<file path="src/rtl/pwm_pkg.sv">
// Shared types and constants for the PWM generator/capture family.
package pwm_pkg;

  typedef enum logic [1:0] {CAP_IDLE, CAP_ARM, CAP_MEASURE} cap_state_t;

  // Largest count representable in an XLEN+1 bit measurement.
  function automatic int unsigned cap_max(input int unsigned xlen);
    return (32'd1 << (xlen + 1)) - 32'd1;
  endfunction

endpackage

</file>
<file path="src/rtl/sync_ff.sv">
// N-stage single-bit synchronizer with synchronous active-high reset; N=0 is a plain wire.
module sync_ff #(
  parameter int unsigned N = 2
) (
  input  logic i_clk,
  input  logic i_rst,
  input  logic i_d,
  output logic o_q
);

  generate
    if (N == 0) begin : g_bypass
      logic w_unused;
      assign w_unused = i_clk ^ i_rst;
      assign o_q      = i_d;
    end else begin : g_sync
      logic [N-1:0] r_stages;

      always_ff @(posedge i_clk) begin
        if (i_rst) begin
          r_stages <= '0;
        end else begin
          r_stages[0] <= i_d;
          for (int i = 1; i < int'(N); i++) begin
            r_stages[i] <= r_stages[i-1];
          end
        end
      end

      assign o_q = r_stages[N-1];
    end
  endgenerate

endmodule

</file>
<file path="src/rtl/pwm_capture.sv">
// Measures PWM period and high time in clock cycles, publishing once per period
// with a one-cycle valid strobe and a sticky overflow flag on loss of toggling.
module pwm_capture
  import pwm_pkg::*;
#(
  parameter int unsigned XLEN        = 8,
  parameter int unsigned SYNC_STAGES = 2
) (
  input  logic          i_clk,
  input  logic          i_rst,
  input  logic          i_en,
  input  logic          i_signal,
  input  logic          i_clear_ovf,
  output logic [XLEN:0] o_period,
  output logic [XLEN:0] o_high_cnt,
  output logic          o_valid,
  output logic          o_overflow,
  output logic          o_level
);

  localparam int unsigned W = XLEN + 1;
  localparam logic [W-1:0] MaxCnt = W'(cap_max(XLEN));
  localparam logic [W-1:0] One    = W'(1);

  cap_state_t   r_state;
  logic [W-1:0] r_cnt;
  logic [W-1:0] r_hcnt;
  logic [W-1:0] r_period;
  logic [W-1:0] r_high_cnt;
  logic         r_valid;
  logic         r_overflow;
  logic         r_level;
  logic         r_s_d;

  logic         w_s;
  logic         w_rise;

  sync_ff #(
    .N (SYNC_STAGES)
  ) u_sync (
    .i_clk (i_clk),
    .i_rst (i_rst),
    .i_d   (i_signal),
    .o_q   (w_s)
  );

  assign w_rise = w_s & ~r_s_d;

  always_ff @(posedge i_clk) begin
    if (i_rst) begin
      r_state    <= CAP_IDLE;
      r_cnt      <= '0;
      r_hcnt     <= '0;
      r_period   <= '0;
      r_high_cnt <= '0;
      r_valid    <= 1'b0;
      r_overflow <= 1'b0;
      r_level    <= 1'b0;
      r_s_d      <= 1'b0;
    end else begin
      r_s_d   <= w_s;
      r_level <= w_s;
      r_valid <= 1'b0;
      // A timeout later in this block overrides the clear.
      if (i_clear_ovf) begin
        r_overflow <= 1'b0;
      end
      if (!i_en) begin
        r_state <= CAP_IDLE;
        r_cnt   <= '0;
        r_hcnt  <= '0;
      end else begin
        unique case (r_state)
          CAP_IDLE: begin
            r_state <= CAP_ARM;
          end
          CAP_ARM: begin
            if (w_rise) begin
              r_cnt   <= One;
              r_hcnt  <= One;
              r_state <= CAP_MEASURE;
            end
          end
          CAP_MEASURE: begin
            if (w_rise) begin
              r_period   <= r_cnt;
              r_high_cnt <= r_hcnt;
              r_valid    <= 1'b1;
              r_cnt      <= One;
              r_hcnt     <= One;
            end else if (r_cnt == MaxCnt) begin
              r_overflow <= 1'b1;
              r_state    <= CAP_ARM;
            end else begin
              r_cnt  <= r_cnt + One;
              r_hcnt <= r_hcnt + {{(W-1){1'b0}}, w_s};
            end
          end
          default: begin
            r_state <= CAP_IDLE;
          end
        endcase
      end
    end
  end

  assign o_period   = r_period;
  assign o_high_cnt = r_high_cnt;
  assign o_valid    = r_valid;
  assign o_overflow = r_overflow;
  assign o_level    = r_level;

endmodule

</file>
<file path="config.mk">
export PLATFORM = sky130hd
export DESIGN_NAME = pwm_capture
export DESIGN_NICKNAME = d
export VERILOG_FILES = /design/src/rtl/pwm_pkg.sv /design/src/rtl/sync_ff.sv /design/src/rtl/pwm_capture.sv
export SDC_FILE = /design/constraint.sdc
export NUM_CORES = 1
export LEC_CHECK = 0
export ABC_AREA = 1
export BUFFER_PORTS_ARGS = -buffer_cell sky130_fd_sc_hd__buf_2
export CELL_PAD_IN_SITES_DETAIL_PLACEMENT = 0
export CELL_PAD_IN_SITES_GLOBAL_PLACEMENT = 2
export CORE_UTILIZATION = 33
export CTS_CLUSTER_DIAMETER = 80
export DETAILED_ROUTE_END_ITERATION = 10
export PLACE_DENSITY = 0.82
export SLEW_MARGIN = 25
export SYNTH_ARGS = -nofsm -noshare
export SYNTH_HDL_FRONTEND = slang
export SYNTH_HIERARCHICAL = 1
export SYNTH_SLANG_ARGS = --single-unit
</file>
<file path="constraint.sdc">
create_clock -name i_clk -period 3.6 [get_ports i_clk]
set_input_delay 0.36 -clock i_clk [delete_from_list [all_inputs] [get_ports i_clk]]
set_output_delay 0.36 -clock i_clk [all_outputs]
set_load 0.03 [all_outputs]
</file>
---- Word level (Yosys, flattened, before mapping) ----
Index checks and enable logic that the tools add are counted.
operators by class
  $add $sub $neg .......................... 2
  eq/ne operators ......................... 7
  mux-type cells .......................... 17
  bitwise operators ....................... 4
  reductions and logical operators ........ 7
operators by type and width
  operator             count
  $mux 9               5
  $pmux 9 s2           2
  $add 9x1->9          1
  $add 9x1->9 const B  1
  $eq 9x9->1 const B   1
  $reduce_and 3->1     3
  $mux 1               6
  $mux 2               3
  $ne 2x2->1 const B   3
  $pmux 2 s3           1
  $ne 3x3->1 const B   1
  $not 1->1            3
  $reduce_or 3->1      1
  $eq 2x1->1 const B   1
  $eq 2x2->1 const B   1
  $logic_not 2->1      1
  $reduce_bool 2->1    1
  $reduce_or 2->1      1
  $and 1x1->1          1
storage, ports and cells
  register bits after elaboration ......... 43
  input port bits ......................... 5
  word-level logic and storage cells ...... 46

---- Logic depth before layout (Yosys ltp) ----
  depth after elaboration ................. 5
  depth in mapped cells ................... 15
  mapped depth without buffers ............ 14

---- By module ----
Netlist, hierarchy kept.
by module, submodules not included
  module       times used  cells an instance  area an instance (sq um)
  pwm_capture  1           248                1,765.4
  sync_ff      1           6                  55.1

---- Least setup slack after synthesis ----
No wires, ideal clock.
  kind .................................... register to register
  start ................................... reg r_cnt[0]
  end ..................................... reg r_cnt[0]
  arrival time ............................ 1,644 ps
  path slack .............................. 1,834 ps
  cell stages (with the launch flop) ...... 13
  path buffers ............................ 1
  clock period less this slack ............ 1,766 ps
  cell sequence ........................... dfxtp_1 > ha_1 > nand2_1 > nor2_1 > nand2_1 > nor2_1 > ha_1 > nand2_1 > nand2_1 > nand2_2 > buf_2 > o21ai_0 > a21oi_1
between the ends
  longest elaborated chain between the ends .. 4
  elaborated cells between the ends (all ways) .. 7
RTL lines
  what                    RTL line           source
  start, declared         pwm_capture.sv:26  logic [W-1:0] r_cnt;
  start signal, assigned  pwm_capture.sv:79  r_cnt <= One;
  start signal, assigned  pwm_capture.sv:89  r_cnt <= One;
  start signal, assigned  pwm_capture.sv:95  r_cnt <= r_cnt + One;
  $add 9x1->9             pwm_capture.sv:95
  $mux 9                  pwm_capture.sv:91  end else if (r_cnt == MaxCnt) begin
  $mux 9                  pwm_capture.sv:85  if (w_rise) begin
  $pmux 9 s2              pwm_capture.sv:73  unique case (r_state)
Parallel ways exist; a longest one is shown, timed or not. The select of a mux whose other input is x is not followed.
A chain may end at the register's enable or synchronous reset.

---- Final worst setup path ----
  start ................................... reg r_cnt[0]
  end ..................................... reg r_hcnt[7]
between the ends
  longest elaborated chain between the ends .. 3
RTL lines
  what                               RTL line           source
  $eq 9x9->1                         pwm_capture.sv:91
  $ne 3x3->1 (no source line)        n/a
  $reduce_and 3->1 (no source line)  n/a
  end signal, assigned               pwm_capture.sv:80  r_hcnt <= One;
  end signal, assigned               pwm_capture.sv:90  r_hcnt <= One;
  end signal, assigned               pwm_capture.sv:96  r_hcnt <= r_hcnt + {{(W-1){1'b0}}, w_s};
  end, declared                      pwm_capture.sv:27  logic [W-1:0] r_hcnt;
Every way passes these cells.

==> run metrics <==
Hold Vio Cnt, Final=0; syn_area_per_cell=between 7 and 8 um^2; TritonCTS buffer count=5; unrepaired setup endpoints after global routing=no; Critical Path RT=3.84 ns; first drt pass iteration count=4; Rel. slew slack=0.6766; post-route setup slack=between 1 and 1.5 ns; Tightest Hold Check Type=input pin to flip-flop; DRT iter0 DRCs=43; Overall Global Routing Usage=0.1469; Layout Nets=slightly below 300; antenna cells=0; R2R depth=12; fmax=439.3 MHz; worst skew pair latency=~0.30 ns; CP Class=flip-flop to flip-flop; syn nets=roughly 260; top post-synthesis cells by area=dfxtp_1 47%, nand2_1 16%, a21oi_1 7.7%; cell mode on critical path=nand2_1; leakage power=0.9151 nW; number of global-route vias before repair=1360; Area Growth Syn to Fin=14.16%; async set-reset flop share out of synthesis=0; first-pass GRT wire length=6.713 mm; ys flop type=dfxtp_1; Hold Crit Depth=3; max_cap viols=0; Crit Reg-Reg Startpoint=r_cnt[0]$_SDFFE_PP0P_; Post-Synthesis Cell Area=~1800 um^2; Reg-to-Reg End=r_hcnt[7]$_SDFFE_PP0P_; Post-Place Cells=approximately 340; Wirelength per Cell=approximately 11 um; Max Fanout on Critical Path=22; Synth top cells by count=80 x nand2_1, 43 x dfxtp_1, 34 x nor2_1; die span in y=around 76 um; Congestion Overflow GR=0; clock transition at the registers of the reported paths=~0.080 ns; Gate Count Post-Synth=254; clk root buf=clkbuf_8; num ports=26; Pins Over Slew Limit=0; fin crit share=0.6324; Worst Hold End=u_sync/g_sync.r_stages[0]$_SDFF_PP0_; Synth Register Bits=43; crit path DAT=around 2.5 ns; FILL cells=597; layout cells sized above 1=0.1489; pre-CTS setup slack=about 1.3 ns; Core Rows=26; post-CTS resize count=0; Non-Filler Instances=around 350; crit path time final=roughly 2.3 ns; DRC viols=0; R2R Setup Slk=1.32 ns; largest net degree at the start of global routing=25; core footprint=between 5000 and 6000 um^2; Setup Viol. Count Final=0; total power density per cell area=387.7 nW/um^2; Vias per Instance=~4.4; clk buf depth=2; crit end category=flip-flop; DRT Wirelength=around 4 mm; count leader, synth=nand2_1; post-synthesis sequential area ratio=0.4729; status=finished, final reports clean; Worst-Margin Slew=0.4851 ns; skew final=slightly above 0.006 ns; initial antenna violation count=0; Post-synth EDFFs=0; setup repair bufs after CTS=0; Max stage delay on crit path=around 0.41 ns; CTS H-tree lvls=2; post-DP HPWL=around 2.8 mm; HP Start=i_signal; CTS Sinks=43; VDD IR max=about 0.13 mV; Synthesis Warnings=6; Synth top area share=0.4729; hold buffer count at cts=0; die area=approximately 5800 um^2; Horiz. Die Dim=approximately 76 um; Cell variety after synth=20; worst hold slack=about 0.27 ns; CP max-delay cell=dfxtp_1; via count=roughly 1600; I/O Buffers=25; post-route setup TNS=0 ns; Initial Utilization=0.3498; Final ANT Viol Nets=0; Final GP Congestion=slightly below 0.8; crit path cell chain=ha_1 -> nand2_1 -> nor2_1 -> nand2_1 -> nor2_1 -> ha_1 -> nand2_1 -> nand2_1 -> nand2_2 -> a21oi_4 -> inv_1 -> nor2_1; Worst setup SP type=flip-flop; TritonCTS clock tree=done; cell taking the most area after synthesis=dfxtp_1; CP Launch Point=r_cnt[0]$_SDFFE_PP0P_
cell type report:
type                            count  area, um^2  share of cell area
Inverter                           30       112.6             0.05418
Multi-Input combinational cell    175       800.8              0.3853
Timing Repair Buffer               26       132.6             0.06382
Sequential cell                    43       860.8              0.4142
Clock buffer                        5       68.82             0.03311
Clock inverter                      3       15.01            0.007225
Tap cell                           70       87.58             0.04214
worst max-delay path: cells and delay by family, from the launching register on:
kind,cells,cell delay [ns]
AND/OR/NAND/NOR,8,0.98
flip-flops,1,0.41
AO/OA/AOI/OAI,1,0.38
adder cells (fa/ha/maj),2,0.36
buffers and inverters,1,0.10
kinds of logic (layout without fill, tap and decap cells):
logic type,Yosys count,in the layout,synth area share
flip-flops,43,43,0.4729
adder cells (fa/ha/maj),4,4,0.02749
AO/OA/AOI/OAI,33,33,0.09828
AND/OR/NAND/NOR,138,138,0.3141
buffers and inverters,36,64,0.08728
metal layers:
| metal | up-vias | share of wire | GRT usage | wire length, um |
|---|---|---|---|---|
| met3 | 5 | 0.029 | 0.03952 | 114 |
| li1 | 848 | - | - | - |
| met1 | 683 | 0.52 | 0.1869 | 2059 |
| met5 | - | 0 | 0 | 0 |
| met4 | 0 | 0.014 | 0.05192 | 54 |
| met2 | 19 | 0.44 | 0.2378 | 1723 |
metrics by stage:
step / instance area (um^2) / power, W / util
final: 2078 / 0.0008057 / 0.3993
after global routing: 2078 / 0.0008444 / 0.3993
after CTS: 2078 / 0.0008225 / 0.3993
after detailed placement: 1994 / 0.0005147 / 0.3832
after global placement: 1994 / 0.0005147 / 0.3832
after floorplan: 1821 / 0.0005071 / -
placed cells by master (no fill, tap or decap), types with 2 or more instances in the layout:
master    instances
nand2_1          80
dfxtp_1          43
nor2_1           34
a21oi_1          28
inv_1            27
buf_2            25
nand3_1          15
clkbuf_8          5
ha_1              4
nand2_2           3
o21ai_0           3
clkinv_2          3
nand4_1           2
inv_2             2
nor3_1            2
registers in the layout, indices dropped and copies added, names as in the netlist:
| name | flops |
|---|---|
| r_s_d | 1 |
| r_state | 2 |
| o_overflow | 1 |
| o_period | 9 |
| o_valid | 1 |
| r_cnt | 9 |
| r_hcnt | 9 |
| o_high_cnt | 9 |
| u_sync/g_sync.r_stages | 2 |
worst max-delay path by stage:
stage               cells after the start                endpoint  slack, ns
floorplan                              12   r_cnt[0]$_SDFFE_PP0P_       1.83
global placement                       12  r_hcnt[7]$_SDFFE_PP0P_       1.39
detailed placement                     12  r_hcnt[7]$_SDFFE_PP0P_       1.32
CTS                                    12  r_hcnt[7]$_SDFFE_PP0P_       1.30
global route                           12  r_hcnt[8]$_SDFFE_PP0P_       1.06
finish                                 12  r_hcnt[7]$_SDFFE_PP0P_       1.32
power breakdown:
group          internal (W)  total (W)  switching [W]
registers          0.000477   0.000479     0.00000120
logic            0.00000604  0.0000243      0.0000183
clock network      0.000133   0.000303       0.000170
Note: power is estimated with default switching activity, not from simulation.
